<file path="config.mk">
export PLATFORM = sky130hd
export DESIGN_NAME = ex_stage
export DESIGN_NICKNAME = d
export VERILOG_FILES = /design/src/rtl/ex_pkg.sv /design/src/rtl/ex_stage_muldiv.sv /design/src/rtl/ex_stage.sv
export SDC_FILE = /design/constraint.sdc
export NUM_CORES = 1
export LEC_CHECK = 0
export CORE_MARGIN = 5
export CORE_UTILIZATION = 35
export DETAILED_ROUTE_END_ITERATION = 16
export PLACE_DENSITY = 0.55
export SETUP_SLACK_MARGIN = 0.1
export SKIP_LAST_GASP = 1
export SLEW_MARGIN = 20
export SYNTH_ARGS = -nofsm -noshare
export SYNTH_HDL_FRONTEND = slang
export SYNTH_HIERARCHICAL = 1
export SYNTH_SLANG_ARGS = --single-unit
</file>
<file path="constraint.sdc">
create_clock -name clock -period 3.9 [get_ports clock]
set_input_delay 0.975 -clock clock [delete_from_list [all_inputs] [get_ports clock]]
set_output_delay 0.975 -clock clock [all_outputs]
set_load 0.005 [all_outputs]
</file>
<file path="src/rtl/ex_pkg.sv">
// Shared pipeline definitions for the execute stage: ALU op encodings,
// bubble constants, EX/MEM entry layout and multiply/divide FSM states.
package ex_pkg;

    localparam logic [3:0] ALU_ADD   = 4'd0;
    localparam logic [3:0] ALU_SUB   = 4'd1;
    localparam logic [3:0] ALU_AND   = 4'd2;
    localparam logic [3:0] ALU_OR    = 4'd3;
    localparam logic [3:0] ALU_XOR   = 4'd4;
    localparam logic [3:0] ALU_NOR   = 4'd5;
    localparam logic [3:0] ALU_SLT   = 4'd6;
    localparam logic [3:0] ALU_SLL   = 4'd7;
    localparam logic [3:0] ALU_SRL   = 4'd8;
    localparam logic [3:0] ALU_SRA   = 4'd9;
    localparam logic [3:0] ALU_MULT  = 4'd10;
    localparam logic [3:0] ALU_MULTU = 4'd11;
    localparam logic [3:0] ALU_DIV   = 4'd12;
    localparam logic [3:0] ALU_DIVU  = 4'd13;
    localparam logic [3:0] ALU_MFHI  = 4'd14;
    localparam logic [3:0] ALU_MFLO  = 4'd15;

    localparam logic [31:0] BUBBLE_DATA = 32'd0;
    localparam logic [4:0]  BUBBLE_RD   = 5'd0;
    localparam logic [6:0]  BUBBLE_MUX  = 7'd0;
    localparam logic [2:0]  BUBBLE_MEM  = 3'd0;

    localparam logic [1:0] MD_IDLE = 2'd0;
    localparam logic [1:0] MD_RUN  = 2'd1;
    localparam logic [1:0] MD_FIX  = 2'd2;

    // RUN spends its first cycle preparing operand magnitudes, then iterates.
    localparam logic [5:0] MD_ITERS = 6'd32;

    typedef struct packed {
        logic [31:0] alu;
        logic [31:0] d2;
        logic [4:0]  rd;
        logic [6:0]  muxctrl;
        logic [2:0]  memctrl;
    } ex_mem_t;

    localparam ex_mem_t EX_MEM_BUBBLE = '{
        alu: BUBBLE_DATA, d2: BUBBLE_DATA, rd: BUBBLE_RD,
        muxctrl: BUBBLE_MUX, memctrl: BUBBLE_MEM
    };

    function automatic logic is_md_start_op(input logic [3:0] op);
        return (op >= ALU_MULT) && (op <= ALU_DIVU);
    endfunction

    function automatic logic uses_md(input logic [3:0] op);
        return op >= ALU_MULT;
    endfunction

endpackage

</file>
<file path="src/rtl/ex_stage_muldiv.sv">
// Iterative multiply/divide unit owning HI/LO: shift-add multiply and
// restoring divide on magnitudes, with sign correction in a final FIX cycle.
module muldiv_unit
    import ex_pkg::*;
(
    input  logic        clock,
    input  logic        reset,
    input  logic        start_in,
    input  logic        div_in,
    input  logic        unsigned_in,
    input  logic [31:0] a_in,
    input  logic [31:0] b_in,
    output logic        busy_out,
    output logic [31:0] hi_out,
    output logic [31:0] lo_out,
    output logic [1:0]  state_out
);

    logic [1:0]  state_q, state_d;
    logic [5:0]  cnt_q, cnt_d;
    logic        div_q, div_d;
    logic        uns_q, uns_d;
    logic [31:0] a_q, a_d;
    logic [31:0] b_q, b_d;
    logic [31:0] acc_hi_q, acc_hi_d;
    logic [31:0] acc_lo_q, acc_lo_d;
    logic [31:0] mag_b_q, mag_b_d;
    logic [31:0] hi_q, hi_d;
    logic [31:0] lo_q, lo_d;

    logic        neg_a, neg_b;
    logic [32:0] shifted, trial, sum;
    logic [63:0] prod;

    assign neg_a = !uns_q && a_q[31];
    assign neg_b = !uns_q && b_q[31];

    always_comb begin
        state_d  = state_q;
        cnt_d    = cnt_q;
        div_d    = div_q;
        uns_d    = uns_q;
        a_d      = a_q;
        b_d      = b_q;
        acc_hi_d = acc_hi_q;
        acc_lo_d = acc_lo_q;
        mag_b_d  = mag_b_q;
        hi_d     = hi_q;
        lo_d     = lo_q;
        shifted  = {acc_hi_q, acc_lo_q[31]};
        trial    = shifted - {1'b0, mag_b_q};
        sum      = {1'b0, acc_hi_q} + (acc_lo_q[0] ? {1'b0, mag_b_q} : 33'd0);
        prod     = {acc_hi_q, acc_lo_q};

        case (state_q)
            MD_IDLE: begin
                if (start_in) begin
                    state_d = MD_RUN;
                    cnt_d   = 6'd0;
                    div_d   = div_in;
                    uns_d   = unsigned_in;
                    a_d     = a_in;
                    b_d     = b_in;
                end
            end
            MD_RUN: begin
                if (cnt_q == 6'd0) begin
                    acc_hi_d = 32'd0;
                    acc_lo_d = neg_a ? -a_q : a_q;
                    mag_b_d  = neg_b ? -b_q : b_q;
                end else if (div_q) begin
                    // Restoring step: keep the trial remainder only when non-negative.
                    if (!trial[32]) begin
                        acc_hi_d = trial[31:0];
                        acc_lo_d = {acc_lo_q[30:0], 1'b1};
                    end else begin
                        acc_hi_d = shifted[31:0];
                        acc_lo_d = {acc_lo_q[30:0], 1'b0};
                    end
                end else begin
                    {acc_hi_d, acc_lo_d} = {sum, acc_lo_q[31:1]};
                end
                cnt_d = cnt_q + 6'd1;
                if (cnt_q == MD_ITERS) state_d = MD_FIX;
            end
            MD_FIX: begin
                state_d = MD_IDLE;
                if (div_q) begin
                    if (b_q == 32'd0) begin
                        hi_d = a_q;
                        lo_d = 32'hFFFF_FFFF;
                    end else begin
                        lo_d = (neg_a ^ neg_b) ? -acc_lo_q : acc_lo_q;
                        hi_d = neg_a ? -acc_hi_q : acc_hi_q;
                    end
                end else begin
                    if (neg_a ^ neg_b) prod = -prod;
                    {hi_d, lo_d} = prod;
                end
            end
            default: state_d = MD_IDLE;
        endcase
    end

    always_ff @(posedge clock or negedge reset) begin
        if (!reset) begin
            state_q  <= MD_IDLE;
            cnt_q    <= 6'd0;
            div_q    <= 1'b0;
            uns_q    <= 1'b0;
            a_q      <= 32'd0;
            b_q      <= 32'd0;
            acc_hi_q <= 32'd0;
            acc_lo_q <= 32'd0;
            mag_b_q  <= 32'd0;
            hi_q     <= 32'd0;
            lo_q     <= 32'd0;
        end else begin
            state_q  <= state_d;
            cnt_q    <= cnt_d;
            div_q    <= div_d;
            uns_q    <= uns_d;
            a_q      <= a_d;
            b_q      <= b_d;
            acc_hi_q <= acc_hi_d;
            acc_lo_q <= acc_lo_d;
            mag_b_q  <= mag_b_d;
            hi_q     <= hi_d;
            lo_q     <= lo_d;
        end
    end

    assign busy_out  = (state_q != MD_IDLE);
    assign hi_out    = hi_q;
    assign lo_out    = lo_q;
    assign state_out = state_q;

endmodule

</file>
<file path="src/rtl/ex_stage.sv">
// Execute stage: single-cycle ALU feeding the EX/MEM register, plus the
// multi-cycle multiply/divide unit with stall and flush handling.
module ex_stage
    import ex_pkg::*;
(
    input  logic        clock,
    input  logic        reset,
    input  logic [31:0] d1_in,
    input  logic [31:0] d2_in,
    input  logic [4:0]  rd_in,
    input  logic [6:0]  muxctrl_in,
    input  logic [2:0]  memctrl_in,
    input  logic [3:0]  aluctrl_in,
    input  logic        flush_in,
    output logic [31:0] alu_out,
    output logic [31:0] d2_out,
    output logic [4:0]  rd_out,
    output logic [6:0]  muxctrl_out,
    output logic [2:0]  memctrl_out,
    output logic        stall_out,
    output logic        md_busy,
    output logic [1:0]  md_state_dbg
);

    ex_mem_t     ex_mem_q, ex_mem_d;
    logic [31:0] alu_result;
    logic [31:0] hi, lo;
    logic        md_start;
    logic        bubble;

    // Hold request only when a HI/LO-touching op meets a busy unit.
    assign stall_out = md_busy && uses_md(aluctrl_in);
    assign md_start  = !flush_in && !md_busy && is_md_start_op(aluctrl_in);
    assign bubble    = flush_in || stall_out || is_md_start_op(aluctrl_in);

    always_comb begin
        alu_result = 32'd0;
        case (aluctrl_in)
            ALU_ADD:  alu_result = d1_in + d2_in;
            ALU_SUB:  alu_result = d1_in - d2_in;
            ALU_AND:  alu_result = d1_in & d2_in;
            ALU_OR:   alu_result = d1_in | d2_in;
            ALU_XOR:  alu_result = d1_in ^ d2_in;
            ALU_NOR:  alu_result = ~(d1_in | d2_in);
            ALU_SLT:  alu_result = {31'd0, $signed(d1_in) < $signed(d2_in)};
            ALU_SLL:  alu_result = d2_in << d1_in[4:0];
            ALU_SRL:  alu_result = d2_in >> d1_in[4:0];
            ALU_SRA:  alu_result = $unsigned($signed(d2_in) >>> d1_in[4:0]);
            ALU_MFHI: alu_result = hi;
            ALU_MFLO: alu_result = lo;
            default:  alu_result = 32'd0;
        endcase
    end

    always_comb begin
        ex_mem_d = EX_MEM_BUBBLE;
        if (!bubble) begin
            ex_mem_d.alu     = alu_result;
            ex_mem_d.d2      = d2_in;
            ex_mem_d.rd      = rd_in;
            ex_mem_d.muxctrl = muxctrl_in;
            ex_mem_d.memctrl = memctrl_in;
        end
    end

    always_ff @(posedge clock or negedge reset) begin
        if (!reset) ex_mem_q <= EX_MEM_BUBBLE;
        else        ex_mem_q <= ex_mem_d;
    end

    muldiv_unit u_muldiv (
        .clock       (clock),
        .reset       (reset),
        .start_in    (md_start),
        .div_in      (aluctrl_in[2]),
        .unsigned_in (aluctrl_in[0]),
        .a_in        (d1_in),
        .b_in        (d2_in),
        .busy_out    (md_busy),
        .hi_out      (hi),
        .lo_out      (lo),
        .state_out   (md_state_dbg)
    );

    assign alu_out     = ex_mem_q.alu;
    assign d2_out      = ex_mem_q.d2;
    assign rd_out      = ex_mem_q.rd;
    assign muxctrl_out = ex_mem_q.muxctrl;
    assign memctrl_out = ex_mem_q.memctrl;

endmodule

</file>
; ---- Word level (Yosys, flattened, before mapping)
; Index checks and enable logic that the tools add are counted.
[word_totals]
register_bits = 313
latch_bits = 0
mem_bits_rw = 0
romBits = 0
inputBits = 86
output_inout_bits = 83
elab_cells = 97
mem_count = 0
[classes]
add_sub_neg = 10
multipliers = 0
div_mod_pow = 0
n_lt_le_gt_ge = 3
eq_ne = 16
shift = 3
n_mux = 23
n_bitwise = 5
n_reduce_logical = 21
[op_table]
columns = operator, n
row1 = $mux W32, 14
row2 = $pmux W32 S12, 1
row3 = $neg A32 Y32, 4
row4 = $mux W79, 1
row5 = $mux W64, 1
row6 = $neg A64 Y64, 1
row7 = $add A32 B33 Y33, 1
row8 = $sub A33 B32 Y33, 1
row9 = $add A32 B32 Y32, 1
row10 = $and A32 B32 Y32, 1
row11 = $logic_not A32 Y1, 1
row12 = $lt A32 B32 Y1, 1
row13 = $not A32 Y32, 1
row14 = $or A32 B32 Y32, 1
row15 = $shl A32 B5 Y32, 1
row16 = $shr A32 B5 Y32, 1
row17 = $sshr A32 B5 Y32, 1
row18 = $sub A32 B32 Y32, 1
row19 = $xor A32 B32 Y32, 1
row20 = $eq A4 B3 Y1 const B, 4
row21 = $eq A4 B4 Y1 const B, 4
row22 = $pmux W6 S2, 1
row23 = $eq A4 B2 Y1 const B, 2
row24 = $reduce_and A2 Y1, 4
row25 = 21 further kinds, 31

; ---- Longest topological paths before layout
[depth]
word_depth = 6
ltp_mapped = 17
ltp_nobuf = 13

; ---- Modules after synthesis
; The synthesis kept the hierarchy.
[modules_own_cells]
columns = mod, n_inst, cells_each, area_per_inst_um2, seq_area_each_um2
row1 = muldiv_unit, 1, 2176, 17090.1, 5855.6
row2 = ex_stage, 1, 1531, 11601.1, 1976.9

; ---- Worst setup path after synthesis
; Ideal clock, no wire load.
[synth_timing]
kind = input to register
start = input d1_in[2]
end = register ex_mem_q (netlist bit alu_out[31])
setup_ns = 0.119
arrival_ns = 4.377
required_ns = 3.781
path_slack_ns = -0.595
path_stages = 14
n_path_buf = 4
cell_sequence = inv_2 > buf_2 > clkbuf_1 > buf_1 > ha_1 > clkbuf_2 > or4_4 > a211o_1 > o211a_4 > o2111ai_4 > a31oi_4 > o221ai_2 > mux2i_1 > o21a_1
[synth_lines]
columns = element, line
row1 = "start, declared", ex_stage.sv:8  ; input logic [31:0] d1_in,
row2 = "end signal, assigned", ex_stage.sv:68  ; else ex_mem_q <= ex_mem_d;
row3 = "end, declared", ex_stage.sv:25  ; ex_mem_t ex_mem_q, ex_mem_d;

==> results.cfg <==
[run_status]
status = finished clean

[synth]
ys.flop_type = dfrtp_1
syn_area_sq_um = 28700
synth.top_cell.area_share_pct = 27.3
synth_seq_cells = 313
synth_common_cells = nand2_1 (488), nor2_1 (395), o21ai_0 (316), dfrtp_1 (313), a21oi_1 (295)
yosysMostFrequentCell = nand2_1
synth_top_cells_by_area = dfrtp_1 (27%), ha_1 (7.5%), nand2_1 (6.4%)
ys_seq_area_share_pct = 27.3
synth_cell_types = 96
yosysWarnings = 6
async_flop_share_pct = 100
synthCells = 3707
avgSynthCellArea_sq_um = 7.74
yosysTopAreaCell = dfrtp_1
synth_edf_count = 0
synth_nets = 3970

[cts]
cts_sinks = 313
htreeDepth = 2
ctsRootBufferMaster = clkbuf_16
cts_made_buffers = 41
clk_transition_reported_paths_ns = 0.06
cts_hold_buf = 0
clk_latency_ns = 0.60
cts_buffer_depth = 3
cts_tree = yes

[placement]
post-place-ws_ns = -0.798
dp_hpwl_um = 110000
portBuffers = 168
gp_congestion = 1.00
dp.cells = 5239
place_area_sq_um = 35400

[timing]
worst_slew_pin_slew_ns = 1.17
max_clock_freq_mhz = 264
setup_violations = 0
fin_crit_ns = 3.79
max_slew_margin_pct = 21.9
slew_viol_final = 0
rsz0062_at_grt = true
hold_violations = 0
tns_ns = 0
skew_ns = 0.0268
min_period_over_period_pct = 97.1
timing.final.ws_setup_ns = 0.111

[drt]
ant_nets = 0
finalWirelength_um = 138000
drtIter0Drc = 3229
drcViolationCount = 0
routedWlPerCell_um = 25.9
dr_total_vias = 30700
detail_route.vias_per_cell = 5.78
dr.pass1.iters = 6

[grt]
antenna_found_initial = 4
grt_pass1_wl_um = 201000
grt_use_total_pct = 30.3
overflow = 0
grt_pass1_vias = 29400
grt_start_max_net_pins = 73

[die]
dieHeight_um = 296
start_util_pct = 35.1
rows = 105
core_sq_um = 81700
pin_count = 169
die_w_um = 296
dieArea_sq_um = 87800

[setup_path]
cpMaxStageDelayCell = a211oi_1
rrSetupSlack_ns = 0.28
worst_r2r_path_depth = 13
start_kind = primary input
crit_family = buffers and inverters
r2r_end = u_muldiv/acc_hi_q[7]
critical-path-max-stage-delay_ns = 0.94
worstReg2RegStart = u_muldiv/acc_lo_q[31]
crit_path_max_fanout = 8
worst-path-buf-inv = 4
crit_start = d2_in[15]
crit_path_cell_trace = clkdlybuf4s50_1 > buf_4 > mux4_2 > mux2i_1 > nor2_1 > nor3_1 > buf_4 > a211oi_1 > nor3_2 > buf_4 > nand3_1 > a41o_1 > a32o_1
worst-path-stages = 13
crit_top_cell = buf_4
worstPathArrival_ns = 4.30
required_ns = 4.41
critical_path.endpoint = alu_out[30]
end_kind = register
path_class = in2reg

[hold_path]
min_path_type = in2async

[final_layout]
layout-drive-gt1-share_pct = 18.6
fin_cells = 5308
area_growth_pct = 28.2
final_cell_area_sq_um = 36800
nFillCells = 8337
fin_nets = 4476
n_antenna_cell = 0

[power_and_ir_drop]
power_density_nw_per_um2 = 661
ir_drop_mv = 0.605
p_total_mw = 24.3
p_leak_nw = 16.8

[flow_run]
cap_violations = 0
==> worst reg2reg max path: cells and delay by family (launching register included) <==
family	cells	cell delay, ns
simple gates	4	0.95
flops	1	0.34
buf+inv	2	0.40
fa+ha+maj	2	0.66
compound gates	5	1.15
==> registers in the layout, indices dropped and copies added, names as in the netlist, 5 cells and up <==
signal	cells
alu_out	32
d2_out	32
muxctrl_out	7
rd_out	5
u_muldiv/a_q	32
u_muldiv/acc_hi_q	32
u_muldiv/acc_lo_q	32
u_muldiv/b_q	32
u_muldiv/cnt_q	6
u_muldiv/hi_out	32
u_muldiv/lo_out	32
u_muldiv/mag_b_q	32
==> worst min-delay path by stage <==
| stage | startpoint | to | slack [ns] | depth (start not counted) |
|---|---|---|---|---|
| floorplan | u_muldiv/lo_out[23] | u_muldiv/lo_out[23] | 0.44 | 2 |
| global placement | u_muldiv/mag_b_q[29] | u_muldiv/mag_b_q[29] | 0.47 | 2 |
| detailed placement | u_muldiv/mag_b_q[17] | u_muldiv/mag_b_q[17] | 0.48 | 2 |
| CTS | reset | memctrl_out[1] | 0.32 | 1 |
| global route | reset | memctrl_out[1] | 0.36 | 1 |
| finish | reset | memctrl_out[1] | 0.33 | 1 |
==> logic make-up after synthesis <==
family	Yosys count	share of synthesized area (%)
compound gates	1156	26.0
xor+xnor	201	6.14
fa+ha+maj	177	7.82
buf+inv	442	6.07
flops	313	27.3
mux	160	7.13
simple gates	1258	19.6
==> repair_timing <==
action,in CTS,in global routing
gates resized for setup,7,16
setup buffers,0,1
hold endpoints to repair,0,0
pin swaps,0,7
setup endpoints to repair,15,22
cloned,0,0
==> power by group <==
part           total [mW]  switching [mW]  internal (mW)  leakage (nW)
sequential           5.81            1.50           4.32          4.08
clock                3.90            1.63           2.28         0.647
combinational        14.6            8.59           6.00          12.0
total                24.3            11.7           12.6          16.8
==> routing by layer <==
metal  routed length [um]  up-vias  track usage (%)
li1                     -    14300                -
met4                 8990        2             16.4
met2                60200     1189             47.1
met3                 8390      259             3.29
met1                59900    14900             41.7
met5                   13        -                0
==> cell type report <==
type                            instances  area (sq um)  area share, %
Multi-Input combinational cell       2952         19300           52.6
Sequential cell                       313          7830           21.3
Timing Repair Buffer                  742          6320           17.2
Tap cell                             1070          1340           3.64
Clock buffer                           50          1110           3.02
Inverter                              163           619           1.68
Clock inverter                         18           209          0.568
==> through the flow <==
step	hold WS (ns)	util, %
3_3_place_gp	0.467	43.3
5_1_grt	0.356	45.0
4_1_cts	0.318	44.9
3_5_place_dp	0.478	43.3
6_report	0.326	45.0
2_1_floorplan	0.439	-
==> placed cells by master, fill, tap and decap left out, types with 37 or more instances in the layout <==
cell | Yosys | routed
a21o_1 | 50 | 50
nor3_1 | 81 | 76
nand3_1 | 48 | 48
o21ai_0 | 316 | 312
nor2_1 | 395 | 391
a211oi_1 | 48 | 48
a31oi_1 | 76 | 75
a21oi_1 | 295 | 292
xor2_1 | 84 | 84
buf_4 | 2 | 548
ha_1 | 173 | 168
nand2_1 | 488 | 487
xnor2_1 | 117 | 117
o211ai_1 | 37 | 37
clkdlybuf4s50_1 | 0 | 156
dfrtp_1 | 313 | 312
inv_1 | 162 | 157
mux2i_1 | 110 | 110
clkbuf_16 | 0 | 41
No activity file was read; power rests on OpenSTA's default activity.
